File: src/rtl/load_store_unit.sv
// load_store_unit
//   Sole master of a word-wide synchronous data memory. Accepts byte, half and
//   word load/store requests over a valid/ready handshake and turns each one
//   into word memory cycles. Sub-word stores use read-modify-write. Loads
//   return sign- or zero-extended data over a held valid/ready response.
//
// Ports
//   clk, rst_n            clock (shared with memory), async active-low reset
//   req_valid/req_ready   request handshake (ready only while idle)
//   req_we, req_size      1 = store; size 00 byte, 01 half, 10 word, 11 illegal
//   req_unsigned          loads: 1 zero-extend, 0 sign-extend
//   req_addr, req_wdata   byte address, right-justified store data
//   resp_valid/ready      response handshake, valid held until accepted
//   resp_rdata, resp_err  extended load data (0 for stores/errors), reject flag
//   mem_addr, mem_wdata   word address and write data to memory
//   mem_we, mem_rdata     write strobe (low = read), registered read data
//
// Configuration
//   MISALIGN_TRAP_EN  when defined, misaligned half/word requests are rejected
//                     with resp_err and make no memory access. When undefined,
//                     the unused low address bits are ignored.
module load_store_unit #(
    parameter int ADDR_W = 7
) (
    input  logic              clk,
    input  logic              rst_n,
    input  logic              req_valid,
    output logic              req_ready,
    input  logic              req_we,
    input  logic [1:0]        req_size,
    input  logic              req_unsigned,
    input  logic [ADDR_W+1:0] req_addr,
    input  logic [31:0]       req_wdata,
    output logic              resp_valid,
    input  logic              resp_ready,
    output logic [31:0]       resp_rdata,
    output logic              resp_err,
    output logic [ADDR_W-1:0] mem_addr,
    output logic [31:0]       mem_wdata,
    output logic              mem_we,
    input  logic [31:0]       mem_rdata
);

    typedef enum logic [2:0] {
        S_IDLE  = 3'd0,
        S_READ  = 3'd1,
        S_DATA  = 3'd2,
        S_WRITE = 3'd3,
        S_RESP  = 3'd4
    } state_t;

    state_t            state_q, state_d;
    logic [1:0]        off_q, off_d;       // byte offset within the word
    logic [1:0]        size_q, size_d;
    logic              uns_q, uns_d;
    logic              we_q, we_d;
    logic [15:0]       wdata_q, wdata_d;   // only sub-word stores need it later
    logic              req_ready_q, req_ready_d;
    logic              resp_valid_q, resp_valid_d;
    logic [31:0]       resp_rdata_q, resp_rdata_d;
    logic              resp_err_q, resp_err_d;
    logic [ADDR_W-1:0] mem_addr_q, mem_addr_d;
    logic [31:0]       mem_wdata_q, mem_wdata_d;
    logic              mem_we_q, mem_we_d;
    logic              misalign_s;

    // Select the addressed lane of a read word and extend it to 32 bits.
    function automatic logic [31:0] load_extend(input logic [31:0] word,
                                                input logic [1:0]  size,
                                                input logic [1:0]  off,
                                                input logic        uns);
        logic [7:0]  byte_v;
        logic [15:0] half_v;
        logic [31:0] res;
        byte_v = word[{off, 3'b000} +: 8];
        half_v = word[{off[1], 4'b0000} +: 16];
        case (size)
            2'b00:   res = {{24{byte_v[7] & ~uns}}, byte_v};
            2'b01:   res = {{16{half_v[15] & ~uns}}, half_v};
            default: res = word;
        endcase
        return res;
    endfunction

    // Overlay sub-word store data onto the word read back from memory.
    function automatic logic [31:0] store_merge(input logic [31:0] word,
                                                input logic [15:0] wdata,
                                                input logic [1:0]  size,
                                                input logic [1:0]  off);
        logic [31:0] res;
        res = word;
        case (size)
            2'b00:   res[{off, 3'b000} +: 8]     = wdata[7:0];
            2'b01:   res[{off[1], 4'b0000} +: 16] = wdata;
            default: res = word;
        endcase
        return res;
    endfunction

`ifdef MISALIGN_TRAP_EN
    assign misalign_s = ((req_size == 2'b01) && req_addr[0]) ||
                        ((req_size == 2'b10) && (req_addr[1:0] != 2'b00));
`else
    assign misalign_s = 1'b0;
`endif

    // Next-state and next-output logic of the transaction FSM.
    always_comb begin
        state_d      = state_q;
        off_d        = off_q;
        size_d       = size_q;
        uns_d        = uns_q;
        we_d         = we_q;
        wdata_d      = wdata_q;
        resp_valid_d = resp_valid_q;
        resp_rdata_d = resp_rdata_q;
        resp_err_d   = resp_err_q;
        mem_addr_d   = mem_addr_q;
        mem_wdata_d  = mem_wdata_q;
        mem_we_d     = 1'b0;
        case (state_q)
            S_IDLE: begin
                if (req_valid) begin
                    off_d   = req_addr[1:0];
                    size_d  = req_size;
                    uns_d   = req_unsigned;
                    we_d    = req_we;
                    wdata_d = req_wdata[15:0];
                    if ((req_size == 2'b11) || misalign_s) begin
                        // Rejected: straight to the response, memory untouched.
                        state_d      = S_RESP;
                        resp_valid_d = 1'b1;
                        resp_err_d   = 1'b1;
                        resp_rdata_d = 32'd0;
                    end else if (req_we && (req_size == 2'b10)) begin
                        // Full-word store needs no read-back.
                        state_d     = S_WRITE;
                        mem_addr_d  = req_addr[ADDR_W+1:2];
                        mem_wdata_d = req_wdata;
                        mem_we_d    = 1'b1;
                    end else begin
                        state_d    = S_READ;
                        mem_addr_d = req_addr[ADDR_W+1:2];
                    end
                end else begin
                    state_d = S_IDLE;
                end
            end
            S_READ: begin
                state_d = S_DATA;
            end
            S_DATA: begin
                if (we_q) begin
                    mem_wdata_d = store_merge(mem_rdata, wdata_q, size_q, off_q);
                    mem_we_d    = 1'b1;
                    state_d     = S_WRITE;
                end else begin
                    resp_rdata_d = load_extend(mem_rdata, size_q, off_q, uns_q);
                    resp_err_d   = 1'b0;
                    resp_valid_d = 1'b1;
                    state_d      = S_RESP;
                end
            end
            S_WRITE: begin
                resp_valid_d = 1'b1;
                resp_err_d   = 1'b0;
                resp_rdata_d = 32'd0;
                state_d      = S_RESP;
            end
            S_RESP: begin
                if (resp_ready) begin
                    resp_valid_d = 1'b0;
                    resp_err_d   = 1'b0;
                    resp_rdata_d = 32'd0;
                    state_d      = S_IDLE;
                end else begin
                    state_d = S_RESP;
                end
            end
            default: begin
                resp_valid_d = 1'b0;
                resp_err_d   = 1'b0;
                state_d      = S_IDLE;
            end
        endcase
        // Registered ready mirrors the state being entered.
        req_ready_d = (state_d == S_IDLE);
    end

    // State and output registers; reset aborts any transaction in flight.
    always_ff @(posedge clk or negedge rst_n) begin
        if (!rst_n) begin
            state_q      <= S_IDLE;
            off_q        <= 2'd0;
            size_q       <= 2'd0;
            uns_q        <= 1'b0;
            we_q         <= 1'b0;
            wdata_q      <= 16'd0;
            req_ready_q  <= 1'b1;
            resp_valid_q <= 1'b0;
            resp_rdata_q <= 32'd0;
            resp_err_q   <= 1'b0;
            mem_addr_q   <= '0;
            mem_wdata_q  <= 32'd0;
            mem_we_q     <= 1'b0;
        end else begin
            state_q      <= state_d;
            off_q        <= off_d;
            size_q       <= size_d;
            uns_q        <= uns_d;
            we_q         <= we_d;
            wdata_q      <= wdata_d;
            req_ready_q  <= req_ready_d;
            resp_valid_q <= resp_valid_d;
            resp_rdata_q <= resp_rdata_d;
            resp_err_q   <= resp_err_d;
            mem_addr_q   <= mem_addr_d;
            mem_wdata_q  <= mem_wdata_d;
            mem_we_q     <= mem_we_d;
        end
    end

    assign req_ready  = req_ready_q;
    assign resp_valid = resp_valid_q;
    assign resp_rdata = resp_rdata_q;
    assign resp_err   = resp_err_q;
    assign mem_addr   = mem_addr_q;
    assign mem_wdata  = mem_wdata_q;
    assign mem_we     = mem_we_q;

endmodule

File: config.mk
export PLATFORM = sky130hd
export DESIGN_NAME = load_store_unit
export DESIGN_NICKNAME = d
export VERILOG_FILES = /design/src/rtl/load_store_unit.sv
export SDC_FILE = /design/constraint.sdc
export NUM_CORES = 1
export LEC_CHECK = 0
export CAP_MARGIN = 10
export CORE_MARGIN = 2
export CORE_UTILIZATION = 47
export DETAILED_ROUTE_END_ITERATION = 8
export PLACE_DENSITY = 0.9
export SLEW_MARGIN = 10
export SYNTH_ARGS = -nofsm -noshare
export SYNTH_HDL_FRONTEND = slang
export SYNTH_SLANG_ARGS = --single-unit
File: constraint.sdc
create_clock -name clk -period 4.7 [get_ports clk]
set_clock_uncertainty 0.1 [all_clocks]
set_input_delay 0.705 -clock clk [delete_from_list [all_inputs] [get_ports clk]]
set_output_delay 0.705 -clock clk [all_outputs]
set_load 0.01 [all_outputs]
==> impl_metrics.csv <==
group,metric,value,unit
placed_design,detail_placement_hpwl,12.5,mm
global_routing,overflow,0,
finish,area_growth_syn_to_layout,34.7,%
route,viasPerCell,6.33,
clock_network,cts.reportedPaths.clkPinSlew,0.07,ns
route,dr_total_vias,5221,
synth,ys_ff_latch,100,
power_and_ir_drop,vdd_ir_drop_max,346,µV
floorplan,dieHeight,112,µm
global_routing,grt_first_pass_wirelength,27.8,mm
placed_design,numPlacedInstances,809,
synth,synth.yosys.seq_area_share,45.9,%
floorplan,number_of_placed_i_o_pins,156,
power_and_ir_drop,reg_power_share,36.0,%
placed_design,io_buffer_count,155,
placed_design,gp_routability_congestion,0.924,
placed_design,postPlaceCellArea,7020,µm²
finish,layoutNonFillerInstCount,825,
sta,finalHoldWorstSlack,0.297,ns
clock_network,cts_made_buffers,9,
synth,synth_top_area_cell,"dfrtp_1",
synth,synth.yosys.warnings,0,
setup_path,path_class,"flop to flop",
synth,async_reset_ff_share,100,%
power_and_ir_drop,power.clock.fraction,17.9,%
global_routing,initial_antenna_violation_count,0,
global_routing,track_usage,28.1,%
power_and_ir_drop,p_int,2.86,mW
floorplan,initial_cell_density_of_the_core,48.0,%
route,drt_drc_violations_left,0,
clock_network,cts.htree.levels,3,
synth,syn-cell-area,5460,µm²
power_and_ir_drop,p_leak,3.06,nW
synth,postSynth.topFlopCell,"dfrtp_1",
synth,synth.area.top_cells,"dfrtp_1, nand2_1, a221oi_1",
outcome,status,"complete, no violations",
hold_path,hold_path_class,"input port to async pin",
sta,finalSetupTns,0,ns
global_routing,grt_start_max_net_pins,56,
finish,drive_above_1_share,10.7,%
route,drt_pass1_iterations,5,
clock_network,root_buffer_cell,"clkbuf_16",
setup_path,setup.worst_path.end_class,"flop",
clock_network,postCtsHoldBufs,0,
power_and_ir_drop,switching_share,38.9,%
route,drt_iter0_markers,589,
finish,stdcell_area,7360,µm²
route,wl_per_cell,21.1,µm
floorplan,die_area,12500,µm²
synth,synth_enable_flop_cells,0,
floorplan,row_count,39,
route,detail_route.wirelength,17.4,mm
sta,min_period,2.91,ns
finish,antenna_cells,0,
sta,achievable-frequency,343,MHz
sta,final-max-slew-violation-count,0,
sta,worst_pin_slew,1.10,ns
synth,synth_top_cell_area_share,45.4,%
clock_network,post_cts_buffers,0,
synth,syn-instance-count,545,
placed_design,place_ws,1.82,ns
clock_network,clock_insertion_delay_worst_skew,0.34,ns
power_and_ir_drop,pwr-share-comb,46.0,%
global_routing,first_global_vias,5164,
route,ant_nets,0,
clock_network,cts_sinks,100,
power_and_ir_drop,power.total,4.68,mW
clock_network,cts_resized,0,
setup_path,cp_max_fo,15,
setup_path,worst_setup_path_start_kind,"flop",
sta,part_of_the_cycle_the_worst_path_needs,61.9,%
sta,timing.final.ws_setup,1.79,ns
sta,timing.final.setup_violations,0,
floorplan,die_x,112,µm
setup_path,critical_path_arrival,3.07,ns
job,max_cap_violations,0,
synth,postSynthAreaPerCell,10.0,µm²
floorplan,core_area,11400,µm²
synth,synthDistinctLibCells,52,
finish,finish.utilization,64.7,%
finish,design.final.nets,763,
synth,postSynthNetCount,631,
power_and_ir_drop,net-switching-power,1.82,mW
power_and_ir_drop,p_per_area,636,nW/µm²
sta,final_hold_viol_count,0,
sta,maxSlewHeadroom,27.0,%
sta,grt_setup_unrepaired,"false",
clock_network,cts_tree,"built",
setup_path,required,4.86,ns
clock_network,max-clock-path-buffers,2,
## Yosys cell counts (6+ instances only)
| library cell | n |
|---|---|
| o2bb2ai_1 | 8 |
| a21oi_1 | 18 |
| mux2_2 | 16 |
| nand2_1 | 87 |
| o22ai_1 | 17 |
| nand2b_1 | 6 |
| dfrtp_1 | 99 |
| mux4_2 | 8 |
| o211ai_1 | 8 |
| a22oi_1 | 9 |
| o21ai_0 | 23 |
| a221oi_1 | 25 |
| clkbuf_1 | 14 |
| o21ai_1 | 13 |
| nand3b_1 | 8 |
| nor2_1 | 20 |
| and3_1 | 10 |
| a21o_1 | 12 |
| or3b_2 | 8 |
| inv_1 | 21 |
| buf_2 | 14 |
| and2_1 | 8 |
| a221o_2 | 8 |
| nor3_1 | 18 |
| a221o_1 | 16 |
| a2111oi_0 | 8 |
## registers in the layout, summed over array words and instances, names as in the netlist, 2 cells and up
register    flops
mem_addr        7
off_q           2
state_q         3
mem_wdata      32
size_q          2
resp_rdata     32
wdata_q        16
## layout make-up
cell class	instances	area (µm²)
fill	867	4010
multi-input combinational	384	2670
sequential	100	2500
timing repair buffer	160	1590
clock buffer	12	236
tap	143	179
clock inverter	4	97.6
inverter	22	82.6
## per-layer routing
| layer | GRT usage [%] | share of wire [%] | vias to the layer above |
|---|---|---|---|
| met2 | 43.8 | 47 | 306 |
| li1 | - | - | 2307 |
| met1 | 40.5 | 42 | 2576 |
| met3 | 4.41 | 9.0 | 32 |
| met4 | 9.22 | 2.2 | 0 |
| met5 | 0 | 0 | - |
## kinds of logic (layout without fill, tap and decap cells)
family	after synthesis	count (layout)	synth area share [%]
and+or+nand+nor	183	183	18.0
AOI/OAI and AO/OA	171	171	23.0
DFF	100	100	45.9
buffers and inverters	61	198	5.23
muxes	25	25	6.78
adders and majority gates	5	5	1.15
## final timing paths
path	slack, ns	startpoint	end	depth (start not counted)
min in group clk	0.40	mem_wdata[9]$_DFFE_PN0P_	mem_wdata[9]$_DFFE_PN0P_	2
max in group asynchronous	3.15	rst_n	wdata_q[10]$_DFFE_PN0P_	2
hold / removal	0.30	rst_n	resp_rdata[20]$_DFFE_PN0P_	1
hold reg to reg	0.40	mem_wdata[9]$_DFFE_PN0P_	mem_wdata[9]$_DFFE_PN0P_	2
setup / recovery	1.79	off_q[0]$_DFFE_PN0P_	mem_wdata[20]$_DFFE_PN0P_	6
setup reg to reg	1.79	off_q[0]$_DFFE_PN0P_	mem_wdata[20]$_DFFE_PN0P_	6
## placed cells by master, fill, tap and decap left out, drive strengths merged, types with 9 or more instances in the layout
master,instances
nor3,18
a22oi,9
nor2,21
clkbuf,12
a21o,12
o21ai,36
mux2,16
inv,22
a221oi,25
clkdlybuf4s50,154
o22ai,17
and2,9
nand2,87
dfrtp,99
a21oi,20
and3,10
a221o,24
or3b,9
## power groups by stage
stage	clock, mW	sequential, mW	combinational, mW
global placement	0	1.67	2.08
floorplan	0	1.60	1.24
detailed placement	0	1.68	2.14
CTS	0.847	1.67	2.15
global route	0.880	1.73	2.33
finish	0.840	1.68	2.15
## critical path: stages (launching register included)
cell	delay, ns
dfrtp_1	0.76
inv_1	0.22
ha_1	0.41
nor4b_2	0.57
and3_1	0.43
a221oi_1	0.14
a21oi_1	0.19
(Power assumes the default switching activity.)
